[config.mk]
export PLATFORM = sky130hd
export DESIGN_NAME = battleship_turn_ctrl_flat
export DESIGN_NICKNAME = d
export VERILOG_FILES = /design/src/rtl/battleship_turn_ctrl_if.sv /design/src/rtl/battleship_turn_ctrl.sv /design/src/flat_wrapper.sv
export SDC_FILE = /design/constraint.sdc
export NUM_CORES = 1
export LEC_CHECK = 0
export CORE_ASPECT_RATIO = 0.7
export CORE_MARGIN = 2
export CORE_UTILIZATION = 46
export CTS_BUF_LIST = sky130_fd_sc_hd__clkbuf_8
export DETAILED_ROUTE_END_ITERATION = 12
export PLACE_DENSITY_LB_ADDON = 0.12
export SETUP_SLACK_MARGIN = 0.3
export SYNTH_ARGS = -nofsm -noshare
export SYNTH_HDL_FRONTEND = slang
export SYNTH_SLANG_ARGS = --single-unit
[constraint.sdc]
create_clock -name clk -period 2.6 [get_ports clk]
set_input_delay 0.78 -clock clk [delete_from_list [all_inputs] [get_ports clk]]
set_output_delay 0.78 -clock clk [all_outputs]
set_load 0.03 [all_outputs]
[src/rtl/battleship_turn_ctrl_if.sv]
// Shot/turn bus between the battleship turn controller and its neighbours
// (front end, PC move generator, board datapath).
interface battleship_turn_ctrl_if;
   logic       start;
   logic       fire_req;
   logic [2:0] sel_row;
   logic [2:0] sel_col;
   logic       pc_valid;
   logic [2:0] pc_row;
   logic [2:0] pc_col;
   logic       shot_valid;
   logic       shot_target;
   logic [2:0] shot_row;
   logic [2:0] shot_col;
   logic       shot_done;
   logic       shot_hit;
   logic       shot_repeat;
   logic       turn;
   logic [3:0] seconds_left;
   logic [2:0] player_score;
   logic [2:0] pc_score;
   logic       player_win;
   logic       player_lose;

   modport master (
      input  start, fire_req, sel_row, sel_col, pc_valid, pc_row, pc_col,
             shot_done, shot_hit, shot_repeat,
      output shot_valid, shot_target, shot_row, shot_col, turn, seconds_left,
             player_score, pc_score, player_win, player_lose
   );

   modport slave (
      output start, fire_req, sel_row, sel_col, pc_valid, pc_row, pc_col,
             shot_done, shot_hit, shot_repeat,
      input  shot_valid, shot_target, shot_row, shot_col, turn, seconds_left,
             player_score, pc_score, player_win, player_lose
   );
endinterface

[src/rtl/battleship_turn_ctrl.sv]
// Battleship turn scheduler: player/PC turn alternation, per-turn timer, shared shot port, scoring.
// Optional BONUS_TURN_EN: a non-winning hit gives the shooter another turn.
module battleship_turn_ctrl #(
   parameter int TICK_CYCLES  = 50000000,
   parameter int TURN_SECONDS = 15,
   parameter int SHIPS        = 5
) (
   input logic                    clk,
   input logic                    rst,
   battleship_turn_ctrl_if.master bus
);
   localparam int              TW        = (TICK_CYCLES > 1) ? $clog2(TICK_CYCLES) : 1;
   localparam logic [TW-1:0]   TICK_LAST = TW'(TICK_CYCLES - 1);
   localparam logic [3:0]      SECS      = 4'(TURN_SECONDS);
   localparam logic [2:0]      WIN       = 3'(SHIPS);

   typedef enum logic [2:0] {IDLE, P_TURN, P_SHOT, PC_TURN, PC_SHOT, GAME_OVER} state_t;

   state_t        state;
   logic [TW-1:0] tick;
   logic          sel_ok, pc_ok, again;
   logic [2:0]    p_inc, pc_inc;

   assign sel_ok = (bus.sel_row <= 3'd4) && (bus.sel_col <= 3'd4);
   assign pc_ok  = (bus.pc_row  <= 3'd4) && (bus.pc_col  <= 3'd4);
   assign p_inc  = (bus.player_score == WIN) ? bus.player_score : bus.player_score + 3'd1;
   assign pc_inc = (bus.pc_score == WIN) ? bus.pc_score : bus.pc_score + 3'd1;
`ifdef BONUS_TURN_EN
   assign again  = bus.shot_hit;
`else
   assign again  = 1'b0;
`endif

   always_ff @(posedge clk) begin
      if (rst) begin
         state            <= IDLE;
         tick             <= '0;
         bus.shot_valid   <= 1'b0;
         bus.shot_target  <= 1'b0;
         bus.shot_row     <= 3'd0;
         bus.shot_col     <= 3'd0;
         bus.turn         <= 1'b0;
         bus.seconds_left <= 4'd0;
         bus.player_score <= 3'd0;
         bus.pc_score     <= 3'd0;
         bus.player_win   <= 1'b0;
         bus.player_lose  <= 1'b0;
      end else begin
         case (state)
            IDLE, GAME_OVER: begin
               if (bus.start) begin
                  bus.player_score <= 3'd0;
                  bus.pc_score     <= 3'd0;
                  bus.player_win   <= 1'b0;
                  bus.player_lose  <= 1'b0;
                  bus.seconds_left <= SECS;
                  bus.turn         <= 1'b0;
                  tick             <= '0;
                  state            <= P_TURN;
               end
            end
            P_TURN: begin
               // A fire on the final tick beats the forfeit; the timer freezes during the shot.
               if (bus.fire_req && sel_ok) begin
                  bus.shot_row    <= bus.sel_row;
                  bus.shot_col    <= bus.sel_col;
                  bus.shot_target <= 1'b0;
                  bus.shot_valid  <= 1'b1;
                  state           <= P_SHOT;
               end else if (tick == TICK_LAST) begin
                  tick <= '0;
                  if (bus.seconds_left <= 4'd1) begin
                     bus.seconds_left <= 4'd0;
                     bus.turn         <= 1'b1;
                     state            <= PC_TURN;
                  end else begin
                     bus.seconds_left <= bus.seconds_left - 4'd1;
                  end
               end else begin
                  tick <= tick + 1'b1;
               end
            end
            PC_TURN: begin
               if (bus.pc_valid && pc_ok) begin
                  bus.shot_row    <= bus.pc_row;
                  bus.shot_col    <= bus.pc_col;
                  bus.shot_target <= 1'b1;
                  bus.shot_valid  <= 1'b1;
                  state           <= PC_SHOT;
               end
            end
            P_SHOT: begin
               if (bus.shot_done) begin
                  bus.shot_valid <= 1'b0;
                  if (bus.shot_repeat) begin
                     state <= P_TURN;
                  end else if (bus.shot_hit && p_inc == WIN) begin
                     bus.player_score <= p_inc;
                     bus.player_win   <= 1'b1;
                     state            <= GAME_OVER;
                  end else begin
                     if (bus.shot_hit) bus.player_score <= p_inc;
                     if (again) begin
                        bus.seconds_left <= SECS;
                        tick             <= '0;
                        state            <= P_TURN;
                     end else begin
                        bus.turn <= 1'b1;
                        state    <= PC_TURN;
                     end
                  end
               end
            end
            PC_SHOT: begin
               if (bus.shot_done) begin
                  bus.shot_valid <= 1'b0;
                  if (bus.shot_repeat) begin
                     state <= PC_TURN;
                  end else if (bus.shot_hit && pc_inc == WIN) begin
                     bus.pc_score    <= pc_inc;
                     bus.player_lose <= 1'b1;
                     state           <= GAME_OVER;
                  end else begin
                     if (bus.shot_hit) bus.pc_score <= pc_inc;
                     if (again) begin
                        state <= PC_TURN;
                     end else begin
                        bus.seconds_left <= SECS;
                        bus.turn         <= 1'b0;
                        tick             <= '0;
                        state            <= P_TURN;
                     end
                  end
               end
            end
            default: state <= IDLE;
         endcase
      end
   end
endmodule

[src/flat_wrapper.sv]
// flat-port wrapper written by rule: the top's interface ports become plain ports
module battleship_turn_ctrl_flat 
#(
   parameter int TICK_CYCLES  = 50000000,
   parameter int TURN_SECONDS = 15,
   parameter int SHIPS        = 5
)
  (clk, rst, bus_start, bus_fire_req, bus_sel_row, bus_sel_col, bus_pc_valid, bus_pc_row, bus_pc_col, bus_shot_done, bus_shot_hit, bus_shot_repeat, bus_shot_valid, bus_shot_target, bus_shot_row, bus_shot_col, bus_turn, bus_seconds_left, bus_player_score, bus_pc_score, bus_player_win, bus_player_lose);
  battleship_turn_ctrl_if bus_i ();
  input logic clk;
  input logic rst;
  input wire logic [$bits(bus_i.start)-1:0] bus_start;
  input wire logic [$bits(bus_i.fire_req)-1:0] bus_fire_req;
  input wire logic [$bits(bus_i.sel_row)-1:0] bus_sel_row;
  input wire logic [$bits(bus_i.sel_col)-1:0] bus_sel_col;
  input wire logic [$bits(bus_i.pc_valid)-1:0] bus_pc_valid;
  input wire logic [$bits(bus_i.pc_row)-1:0] bus_pc_row;
  input wire logic [$bits(bus_i.pc_col)-1:0] bus_pc_col;
  input wire logic [$bits(bus_i.shot_done)-1:0] bus_shot_done;
  input wire logic [$bits(bus_i.shot_hit)-1:0] bus_shot_hit;
  input wire logic [$bits(bus_i.shot_repeat)-1:0] bus_shot_repeat;
  output wire logic [$bits(bus_i.shot_valid)-1:0] bus_shot_valid;
  output wire logic [$bits(bus_i.shot_target)-1:0] bus_shot_target;
  output wire logic [$bits(bus_i.shot_row)-1:0] bus_shot_row;
  output wire logic [$bits(bus_i.shot_col)-1:0] bus_shot_col;
  output wire logic [$bits(bus_i.turn)-1:0] bus_turn;
  output wire logic [$bits(bus_i.seconds_left)-1:0] bus_seconds_left;
  output wire logic [$bits(bus_i.player_score)-1:0] bus_player_score;
  output wire logic [$bits(bus_i.pc_score)-1:0] bus_pc_score;
  output wire logic [$bits(bus_i.player_win)-1:0] bus_player_win;
  output wire logic [$bits(bus_i.player_lose)-1:0] bus_player_lose;
  assign bus_i.start = bus_start;
  assign bus_i.fire_req = bus_fire_req;
  assign bus_i.sel_row = bus_sel_row;
  assign bus_i.sel_col = bus_sel_col;
  assign bus_i.pc_valid = bus_pc_valid;
  assign bus_i.pc_row = bus_pc_row;
  assign bus_i.pc_col = bus_pc_col;
  assign bus_i.shot_done = bus_shot_done;
  assign bus_i.shot_hit = bus_shot_hit;
  assign bus_i.shot_repeat = bus_shot_repeat;
  assign bus_shot_valid = bus_i.shot_valid;
  assign bus_shot_target = bus_i.shot_target;
  assign bus_shot_row = bus_i.shot_row;
  assign bus_shot_col = bus_i.shot_col;
  assign bus_turn = bus_i.turn;
  assign bus_seconds_left = bus_i.seconds_left;
  assign bus_player_score = bus_i.player_score;
  assign bus_pc_score = bus_i.pc_score;
  assign bus_player_win = bus_i.player_win;
  assign bus_player_lose = bus_i.player_lose;
  battleship_turn_ctrl #(.TICK_CYCLES(TICK_CYCLES), .TURN_SECONDS(TURN_SECONDS), .SHIPS(SHIPS)) u_core (.clk(clk), .rst(rst), .bus(bus_i));
endmodule
* Word level (Yosys, flattened, before mapping) *
Cells that the tools add are included.

cells by class
  add/subtract/negate cells = 4
  order comparisons = 5
  equal/unequal tests = 29
  mux-type cells = 71
  reductions and logical operators = 25

operator list
  kind                                                    count
  2-to-1 mux 26 bit                                       6
  2-to-1 mux 3 bit                                        26
  one-hot mux 26 bit (3 select lines)                     1
  2-to-1 mux 4 bit                                        7
  adder 26 x 1 -> 26 bit (second input constant)          1
  == test 26 bit (second input constant)                  1
  one-hot mux 3 bit (2 select lines)                      4
  2-to-1 mux 1 bit                                        20
  AND reduction 5 bit                                     4
  == test 3 bit (second input constant)                   6
  inequality test 2 bit (second input constant)           8
  one-hot mux 3 bit (5 select lines)                      1
  inequality test 2 x 1 -> 1 bit (second input constant)  7
  less-or-equal comparator 3 bit (second input constant)  4
  one-hot mux 4 bit (3 select lines)                      1
  AND reduction 6 bit                                     2
  AND reduction 11 bit                                    1
  AND reduction 7 bit                                     1
  adder 3 x 1 -> 3 bit (second input constant)            2
  == test 3 x 2 -> 1 bit (second input constant)          2
  logical AND 1 bit                                       6
  inequality test 3 x 1 -> 1 bit (second input constant)  2
  inequality test 3 x 2 -> 1 bit (second input constant)  2
  one-hot mux 1 bit (2 select lines)                      3
  other kinds (12)                                        16

word-level totals
  register bits after elaboration = 50
  input port bits = 20
  output and inout port bits = 21
  logic and storage cells = 146

* Longest topological paths before layout *
Gate-level depths: netlist of the first run.

  depth in word-level cells = 8
  mapped depth = 10
  gate-level depth less buffers = 8

* Least setup slack after synthesis of the first run *
No wires, ideal clock.

  path kind = reg-to-reg
  from = reg u_core.bus.pc_score[1] in the netlist's numbering
  to = reg u_core.tick[23]
  setup time = 0.114 ns
  arrival = 2.388 ns
  required time = 2.486 ns
  setup slack = 0.098 ns
  cell stages (with the launch flop) = 11
  buffers on the path = 2
  clock period less this slack = 2.502 ns
  path through = dfxtp_1 > inv_1 > ha_1 > or3b_2 > a31oi_1 > a31oi_1 > buf_2 > buf_2 > nand4_1 > xor2_1 > nor2_1

between the ends
  cells in the longest elaborated chain, start to end = 6
  elaborated cells on any way between the ends = 7
  classes of those cells = add/sub (1); eq/ne (3); mux (1); reduce/logical (2)

ends and longest elaborated chain
  item                                                   RTL line                       text
  start: declaration                                     battleship_turn_ctrl_if.sv:29  player_score, pc_score, player_win, player_lose
  start signal: assignment                               battleship_turn_ctrl.sv:120    bus.pc_score <= pc_inc;
  start signal: assignment                               battleship_turn_ctrl.sv:124    if (bus.shot_hit) bus.pc_score <= pc_inc;
  adder 3 x 1 -> 3 bit or == test 3 bit (tied branches)  battleship_turn_ctrl.sv:27     assign pc_inc = (bus.pc_score == WIN) ? bus.pc_score : bus.pc_score + 3'd1;
  2-to-1 mux 3 bit (*)                                   battleship_turn_ctrl.sv:27
  == test 3 bit (*)                                      battleship_turn_ctrl.sv:119    end else if (bus.shot_hit && pc_inc == WIN) begin
  logical AND 1 bit (*)                                  battleship_turn_ctrl.sv:119
  inequality test 2 bit (no source line) (*)             -
  AND reduction 6 bit (no source line) (*)               -
  end signal: assignment                                 battleship_turn_ctrl.sv:80     tick <= tick + 1'b1;
  end: declaration                                       battleship_turn_ctrl.sv:20     logic [TW-1:0] tick;

Mark *: on every way between the ends. The rest lies on a longest branch, timed or not.
A chain may end at the register's enable or synchronous reset.

* Worst setup path after layout of the first run *
  from = reg u_core.bus.pc_score[1] in the netlist's numbering
  to = reg u_core.bus.turn

between the ends
  cells in the longest elaborated chain, start to end = 6
  elaborated cells on any way between the ends = 7
  classes of those cells = add/sub (1); eq/ne (3); mux (1); reduce/logical (2)

ends and longest elaborated chain
  item                                                   RTL line                       text
  adder 3 x 1 -> 3 bit or == test 3 bit (tied branches)  battleship_turn_ctrl.sv:27
  2-to-1 mux 3 bit (*)                                   battleship_turn_ctrl.sv:27
  == test 3 bit (*)                                      battleship_turn_ctrl.sv:119
  logical AND 1 bit (*)                                  battleship_turn_ctrl.sv:119
  inequality test 2 bit (no source line) (*)             -
  AND reduction 11 bit (no source line) (*)              -
  end signal: assignment                                 battleship_turn_ctrl.sv:74     bus.turn <= 1'b1;
  end signal: assignment                                 battleship_turn_ctrl.sv:108    bus.turn <= 1'b1;
  end signal: assignment                                 battleship_turn_ctrl.sv:129    bus.turn <= 1'b0;
  end: declaration                                       battleship_turn_ctrl_if.sv:28  output shot_valid, shot_target, shot_row, shot_col, turn, seconds_left,

Marks and branches as above.

==> impl_metrics.csv, run 1 <==
group,metric,value,unit
drt,drtIter0Drc,197,
clock_tree,cts_made_buffers,5,
logic_synthesis,synth_seq_cells,50,
floorplan,coreArea,0.00578,mm^2
setup_path,critPathMaxStageDelay,390,ps
clock_tree,insertion_delay,320,ps
setup_path,arrival,2480,ps
clock_tree,cts_max_level,2,
logic_synthesis,netlist_area,0.00278,mm^2
logic_synthesis,syn_nets,361,
cells_and_area,multiInputGateArea,0.00176,mm^2
global_route,grt_max_degree,23,
worst_hold_path,min_path_cells,2,
drt,dr.pass1.iters,4,
floorplan,die_width,97.0,um
timing,hold_viol,0,
drt,routed_wl,6.99,mm
global_route,grt.overflow.total,0,
global_route,grt_pass1_wl,11.7,mm
drt,wl_per_cell,14.5,um
logic_synthesis,synthTopCellsByArea,"dfxtp_1, xor2_1, nor2_1, a21oi_1, nand4_1",
setup_path,worstSetupStartpointType,"register",
worst_hold_path,holdPathEnd,"u_core.bus.shot_target",
setup_path,ff2ff_path_depth,9,
logic_synthesis,synthFlopType,"dfxtp_1",
cells_and_area,fill_cells,509,
place,dp_hpwl,5.06,mm
setup_path,crit_type,"register to register",
logic_synthesis,async_flop_share,0,
floorplan,dieArea,0.00670,mm^2
timing,min_period,2270,ps
timing,fin_skew,16.0,ps
clock_tree,clk_pin_slew,100,ps
logic_synthesis,postSynthCellCount,334,
place,io_buffers,40,
outcome,status,"complete, no violations",
pwr,swShare,0.424,
clock_tree,cts.sinks,50,
timing,fmax,0.440,GHz
clock_tree,cts_tree,"done",
timing,min_period_over_period,0.874,
pwr,power_density,906,mW/mm^2
cells_and_area,drive_gt1_frac,0.189,
drt,vias_per_cell,5.63,
place,place_area,0.00349,mm^2
global_route,grt_pass1_vias,2513,
cells_and_area,regArea,0.00101,mm^2
floorplan,rows,23,
floorplan,io_pins,41,
logic_synthesis,ys_seq_area_frac,0.360,
pwr,pwr-share-comb,0.576,
timing,setup_viol,0,
setup_path,r2r-end,"u_core.bus.turn",
logic_synthesis,syn_avg_cell_area,8.33,um^2
setup_path,path_cells,"inv_4 -> ha_4 -> or3b_4 -> a31oi_4 -> a31oi_1 -> buf_4 -> buf_4 -> o211ai_1 -> mux2_2",
cells_and_area,fin_nets,433,
pwr,p_switching,1.43,mW
logic_synthesis,yosys.area.top_type,"dfxtp_1",
global_route,grt.total_usage,0.210,
pwr,seqPwrFrac,0.281,
setup_path,crit_path_max_fanout,7,
logic_synthesis,synth-warning-count,0,
setup_path,critPathSlowestCell,"dfxtp_4",
logic_synthesis,synth_cell_types,58,
logic_synthesis,synth_commonest_cells,"dfxtp_1, nor2_1, a21oi_1, nand2_1, xor2_1",
logic_synthesis,yosys.area.top_type_share,0.360,
worst_hold_path,min-delay-start,"u_core.bus.shot_target",
pwr,pwr-share-clk,0.144,
timing,grt_setup_unrepaired,"yes",
global_route,antenna_found_initial,1,
clock_tree,cts_buffer_depth,2,
timing,worst_slew_pin_slew,610,ps
pwr,p_leak,1.44,nW
floorplan,die_h,69.1,um
setup_path,end_kind,"register",
logic_synthesis,synth_enable_flop_cells,0,
place,placed_cells,468,
worst_hold_path,hold_class,"register to register",
setup_path,worstReg2RegStart,"u_core.bus.pc_score[1]",
cells_and_area,fin_area,0.00373,mm^2
timing,relSlewSlack,0.590,
floorplan,initial_core_util,0.481,
setup_path,worstPathRequired,2810,ps
setup_path,cpMostUsedCell,"buf_4",
cells_and_area,syn_to_final_growth,33.9,%
pwr,ir_drop,0.539,mV
pwr,finalPower,3.38,mW
clock_tree,root_buffer,"clkbuf_8",
drt,drc_errors,0,
logic_synthesis,synth_most_common_cell,"dfxtp_1",
setup_path,reg2reg_slack,330,ps
drt,dr_total_vias,2720,
timing,final-max-slew-violation-count,0,
run,maxCapViolations,0,
cells_and_area,fin_cells,483,
drt,antenna_left,0,
pwr,p_int,1.94,mW
place,globalplace.congestion,0.801,
-- how the worst max path moves through the flow --
stage | from | to | depth (start not counted)
6_report | u_core.bus.pc_score[1] | u_core.bus.turn | 9
3_3_place_gp | bus_sel_row[0] | u_core.tick[22] | 8
4_1_cts | bus_shot_repeat | u_core.tick[9] | 8
5_1_grt | u_core.bus.pc_score[1] | u_core.bus.turn | 9
2_1_floorplan | u_core.bus.pc_score[1] | u_core.tick[23] | 10
3_5_place_dp | bus_sel_row[2] | u_core.tick[25] | 9
-- cells in the final DEF, fill, tap and decap left out, types with 3 or more instances in the layout --
cell,synthesis,final
dfxtp_1,50,48
nor2_1,44,43
buf_4,1,37
clkdlybuf4s50_1,0,32
xor2_1,20,20
nand2_1,20,19
a21oi_1,20,16
nand4_1,16,16
nor3_1,13,13
o21ai_0,16,12
nand3_1,13,12
inv_1,10,9
a211oi_1,9,8
nand2b_1,8,7
mux2i_1,6,6
ha_1,7,6
dlygate4sd2_1,0,6
or3_1,6,5
and3_1,5,5
clkbuf_8,0,5
nand3b_1,4,4
a31oi_1,5,4
o21ai_1,0,3
a21oi_2,0,3
a32oi_1,3,3
nor2b_1,3,3
o211ai_1,3,3
and2_1,3,3
-- power groups by stage --
| stage | Combinational, mW | Sequential [mW] | Clock (mW) |
|---|---|---|---|
| 2_1_floorplan | 1.02 | 1.08 | 0 |
| 6_report | 1.94 | 0.947 | 0.485 |
| 3_5_place_dp | 1.80 | 0.961 | 0 |
| 5_1_grt | 2.10 | 0.961 | 0.522 |
| 3_3_place_gp | 1.78 | 0.959 | 0 |
| 4_1_cts | 1.86 | 0.945 | 0.497 |
-- per-layer routing --
| metal | track usage | vias up | share of wire |
|---|---|---|---|
| li1 | - | 1364 | - |
| met1 | 0.305 | 1277 | 0.51 |
| met2 | 0.302 | 75 | 0.42 |
| met3 | 0.0629 | 4 | 0.067 |
| met4 | 0.0595 | 0 | 0.010 |
| met5 | 0 | - | 0 |
-- through the flow --
| step | hold slack (ps) | util | worst slack [ps] | TNS, ps |
|---|---|---|---|---|
| after floorplan | 458 | - | 300 | 0 |
| after global placement | 453 | 0.603 | -109 | -799 |
| after detailed placement | 459 | 0.603 | -180 | -2800 |
| after CTS | 473 | 0.629 | 303 | 0 |
| after global routing | 514 | 0.644 | 258 | 0 |
| final | 472 | 0.644 | 328 | 0 |
-- flip-flops by register name (all words and copies together) (netlist names) --
| register | flops |
|---|---|
| u_core.bus.pc_score | 3 |
| u_core.bus.player_lose | 1 |
| u_core.bus.player_score | 3 |
| u_core.bus.player_win | 1 |
| u_core.bus.seconds_left | 4 |
| u_core.bus.shot_col | 3 |
| u_core.bus.shot_row | 3 |
| u_core.bus.shot_target | 1 |
| u_core.bus.shot_valid | 1 |
| u_core.bus.turn | 1 |
| u_core.state | 3 |
| u_core.tick | 26 |
-- logic make-up after synthesis --
group           share of synthesized area
simple gates                        0.294
compound gates                      0.181
flops                               0.360
buf+inv                            0.0423
xor+xnor                           0.0661
mux                                0.0256
fa+ha+maj                          0.0315
-- critical path: cells and delay by family (launching register included) --
| family | cells | cell delay, ps |
|---|---|---|
| AO/OA/AOI/OAI | 3 | 410 |
| AND/OR/NAND/NOR | 1 | 380 |
| flip-flops | 1 | 390 |
| adder cells (fa/ha/maj) | 1 | 260 |
| buffers and inverters | 3 | 370 |
| multiplexers | 1 | 350 |
-- cell type report --
| type | count | share of cell area |
|---|---|---|
| antenna | 1 | 0.000672 |
| clock buffer | 5 | 0.0185 |
| clock inverter | 3 | 0.00672 |
| inverter | 10 | 0.0107 |
| multi-input combinational | 259 | 0.473 |
| sequential | 50 | 0.270 |
| tap | 75 | 0.0252 |
| timing repair buffer | 80 | 0.195 |
-- repair_timing --
| item | in CTS | in global routing |
|---|---|---|
| buffers inserted | 5 | 1 |
| pin swaps | 8 | 11 |
| hold buffers | 0 | 0 |
| endpoints found under the setup margin | 30 | 32 |
| gates resized for setup | 14 | 18 |
| cloned | 0 | 0 |
(Power assumes the default switching activity.)
==> run 2: changes to the inputs <==
REMOVE_ABC_BUFFERS = 1   (was unset)
==> run 2 against run 1 <==
  * Utilization fell by 0.30 points
  * Combinational power about the same
  * Routed wire length up 2.7%
  * Critical endpoint is now u_core.tick[24]
==> impl_metrics.csv, run 2 (synthesis results as in run 1) <==
group,metric,value,unit
global_route,grt.total_usage,0.213,
timing,grt_setup_unrepaired,"yes",
global_route,antenna_found_initial,0,
drt,antenna_left,0,
global_route,met3_usage,0.0436,
timing,relSlewSlack,0.589,
floorplan,die_h,69.1,um
setup_path,ff2ff_path_depth,7,
floorplan,rows,23,
cells_and_area,fin_nets,433,
drt,wl_per_cell,14.9,um
timing,min_period,2270,ps
setup_path,crit_type,"input pin to register",
global_route,grt_max_degree,23,
floorplan,die_width,97.0,um
drt,drc_errors,0,
floorplan,coreArea,0.00578,mm^2
setup_path,worstPathRequired,2840,ps
drt,dr_total_vias,2670,
timing,fmax,0.441,GHz
cells_and_area,top_regs,"u_core.tick (26), u_core.bus.seconds_left (4)",
cells_and_area,drive_gt1_frac,0.187,
clock_tree,cts_made_buffers,5,
cells_and_area,fin_cells,481,
worst_hold_path,hold_class,"register to register",
floorplan,io_pins,41,
timing,worst_slew_pin_slew,612,ps
global_route,top_usage_layer,"met1",
timing,setup_viol,0,
setup_path,critPathTopFamily,"simple AND/OR/NAND/NOR gates",
setup_path,r2r-end,"u_core.bus.seconds_left[3]",
setup_path,critPathSlowestCell,"clkdlybuf4s50_1",
setup_path,cp-endpoint,"u_core.tick[24]",
cells_and_area,max_flop_register,"u_core.tick",
drt,vias_per_cell,5.55,
cells_and_area,largest_reg_flops,26,
setup_path,reg2reg_slack,370,ps
place,placed_cells,470,
setup_path,end_kind,"register",
clock_tree,cts_buffer_depth,2,
cells_and_area,n_antenna_cell,0,
place,dp_hpwl,5.12,mm
global_route,grt_pass1_vias,2481,
clock_tree,cts.sinks,50,
timing,hold_viol,0,
setup_path,arrival,2510,ps
setup_path,path_cells,"clkdlybuf4s50_1 -> nand2b_4 -> a21oi_4 -> o211a_4 -> nand4_1 -> or3_1 -> a21oi_1",
timing,min_period_over_period,0.873,
place,io_buffers,40,
cells_and_area,syn_to_final_growth,33.3,%
setup_path,crit_path_max_fanout,6,
run,maxCapViolations,0,
pwr,ir_drop,0.436,mV
place,place_area,0.00350,mm^2
clock_tree,clk_pin_slew,90,ps
drt,routed_wl,7.18,mm
timing,fin_skew,7.55,ps
pwr,p_leak,1.45,nW
drt,dr.pass1.iters,4,
timing,final-max-slew-violation-count,0,
drt,drtIter0Drc,183,
setup_path,cp_num_cells,7,
global_route,met2_usage,0.308,
global_route,use_met1,0.317,
floorplan,initial_core_util,0.481,
setup_path,worstSetupStartpointType,"input pin",
cells_and_area,fin_area,0.00371,mm^2
place,globalplace.congestion,0.843,
clock_tree,insertion_delay,300,ps
cells_and_area,most-common-layout-cells,"dfxtp_1, nor2_1, buf_4, clkdlybuf4s50_1, xor2_1",
clock_tree,cts_tree,"done",
setup_path,critPathBufInv,1,
cells_and_area,final_common_cell,"dfxtp_1",
pwr,power_density,909,mW/mm^2
floorplan,dieArea,0.00670,mm^2
outcome,status,"complete, no violations",
setup_path,critPathMaxStageDelay,440,ps
setup_path,worstReg2RegStart,"u_core.tick[11]",
clock_tree,cts_max_level,2,
global_route,grt_pass1_wl,11.9,mm
timing,hold_ws,487,ps
global_route,grt.overflow.total,0,
setup_path,crit_start,"bus_shot_repeat",
clock_tree,root_buffer,"clkbuf_8",
==> run 2: changes by cell type in the layout (fill, tap and decap cells not counted), moves of 2 or more <==
cell,change
o21ai_0,+2
a21oi_2,-2
o21ai_1,-3
clkinv_2,+2
dfxtp_1,-2
dfxtp_2,+2
a21oi_1,+2
==> run 2: timing repair <==
| action | in CTS | in global routing |
|---|---|---|
| gates resized for setup | 17 | 16 |
| buffers inserted | 1 | 3 |
| setup endpoints to repair | 31 | 36 |
| pin swaps | 5 | 9 |
| hold buffers | 0 | 0 |
==> run 2: where the power goes <==
group          leakage (nW)  internal, mW  total, mW  switching [mW]
logic                 0.996         0.907       1.95            1.05
registers             0.408         0.869      0.978           0.108
clock network        0.0438         0.182      0.442           0.260
==> run 2: metrics by stage <==
stage                      util  TNS, ps  worst slack (ps)  total power [mW]
after floorplan               -    -9520              -571              2.00
after global placement    0.606    -1140             -95.1              2.81
after detailed placement  0.606    -4040              -183              2.83
after CTS                 0.628        0               308              3.33
after global routing      0.641        0               249              3.58
final                     0.641        0               331              3.37
==> run 2: layout make-up <==
cell class / instances / area (um^2)
inverters: 10 / 37.5
clock buffers: 5 / 68.8
multi-input cells: 259 / 1750
clock inverters: 2 / 10.0
fillers: 508 / 2080
well taps: 75 / 93.8
repair buffers: 80 / 738
flip-flops and latches: 50 / 1010
==> run 2: worst min-delay path: cells and delay by family, from the launching register on <==
kind | cells | cell delay, ps
flops | 1 | 330
compound gates | 1 | 60
simple gates | 1 | 60
==> run 2: layer usage <==
layer	share of wire	wire (um)
met5	0	0
met4	0.010	73
met3	0.033	236
met2	0.43	3080
met1	0.53	3790
==> run 2: how the worst min path moves through the flow <==
stage | from | slack [ps] | end | depth (start not counted)
CTS | u_core.bus.shot_target | 480 | u_core.bus.shot_target | 2
global route | u_core.bus.shot_target | 500 | u_core.bus.shot_target | 2
global placement | u_core.bus.shot_target | 460 | u_core.bus.shot_target | 2
finish | u_core.bus.shot_target | 490 | u_core.bus.shot_target | 2
detailed placement | u_core.bus.shot_target | 470 | u_core.bus.shot_target | 2
floorplan | u_core.tick[0] | 460 | u_core.tick[0] | 2
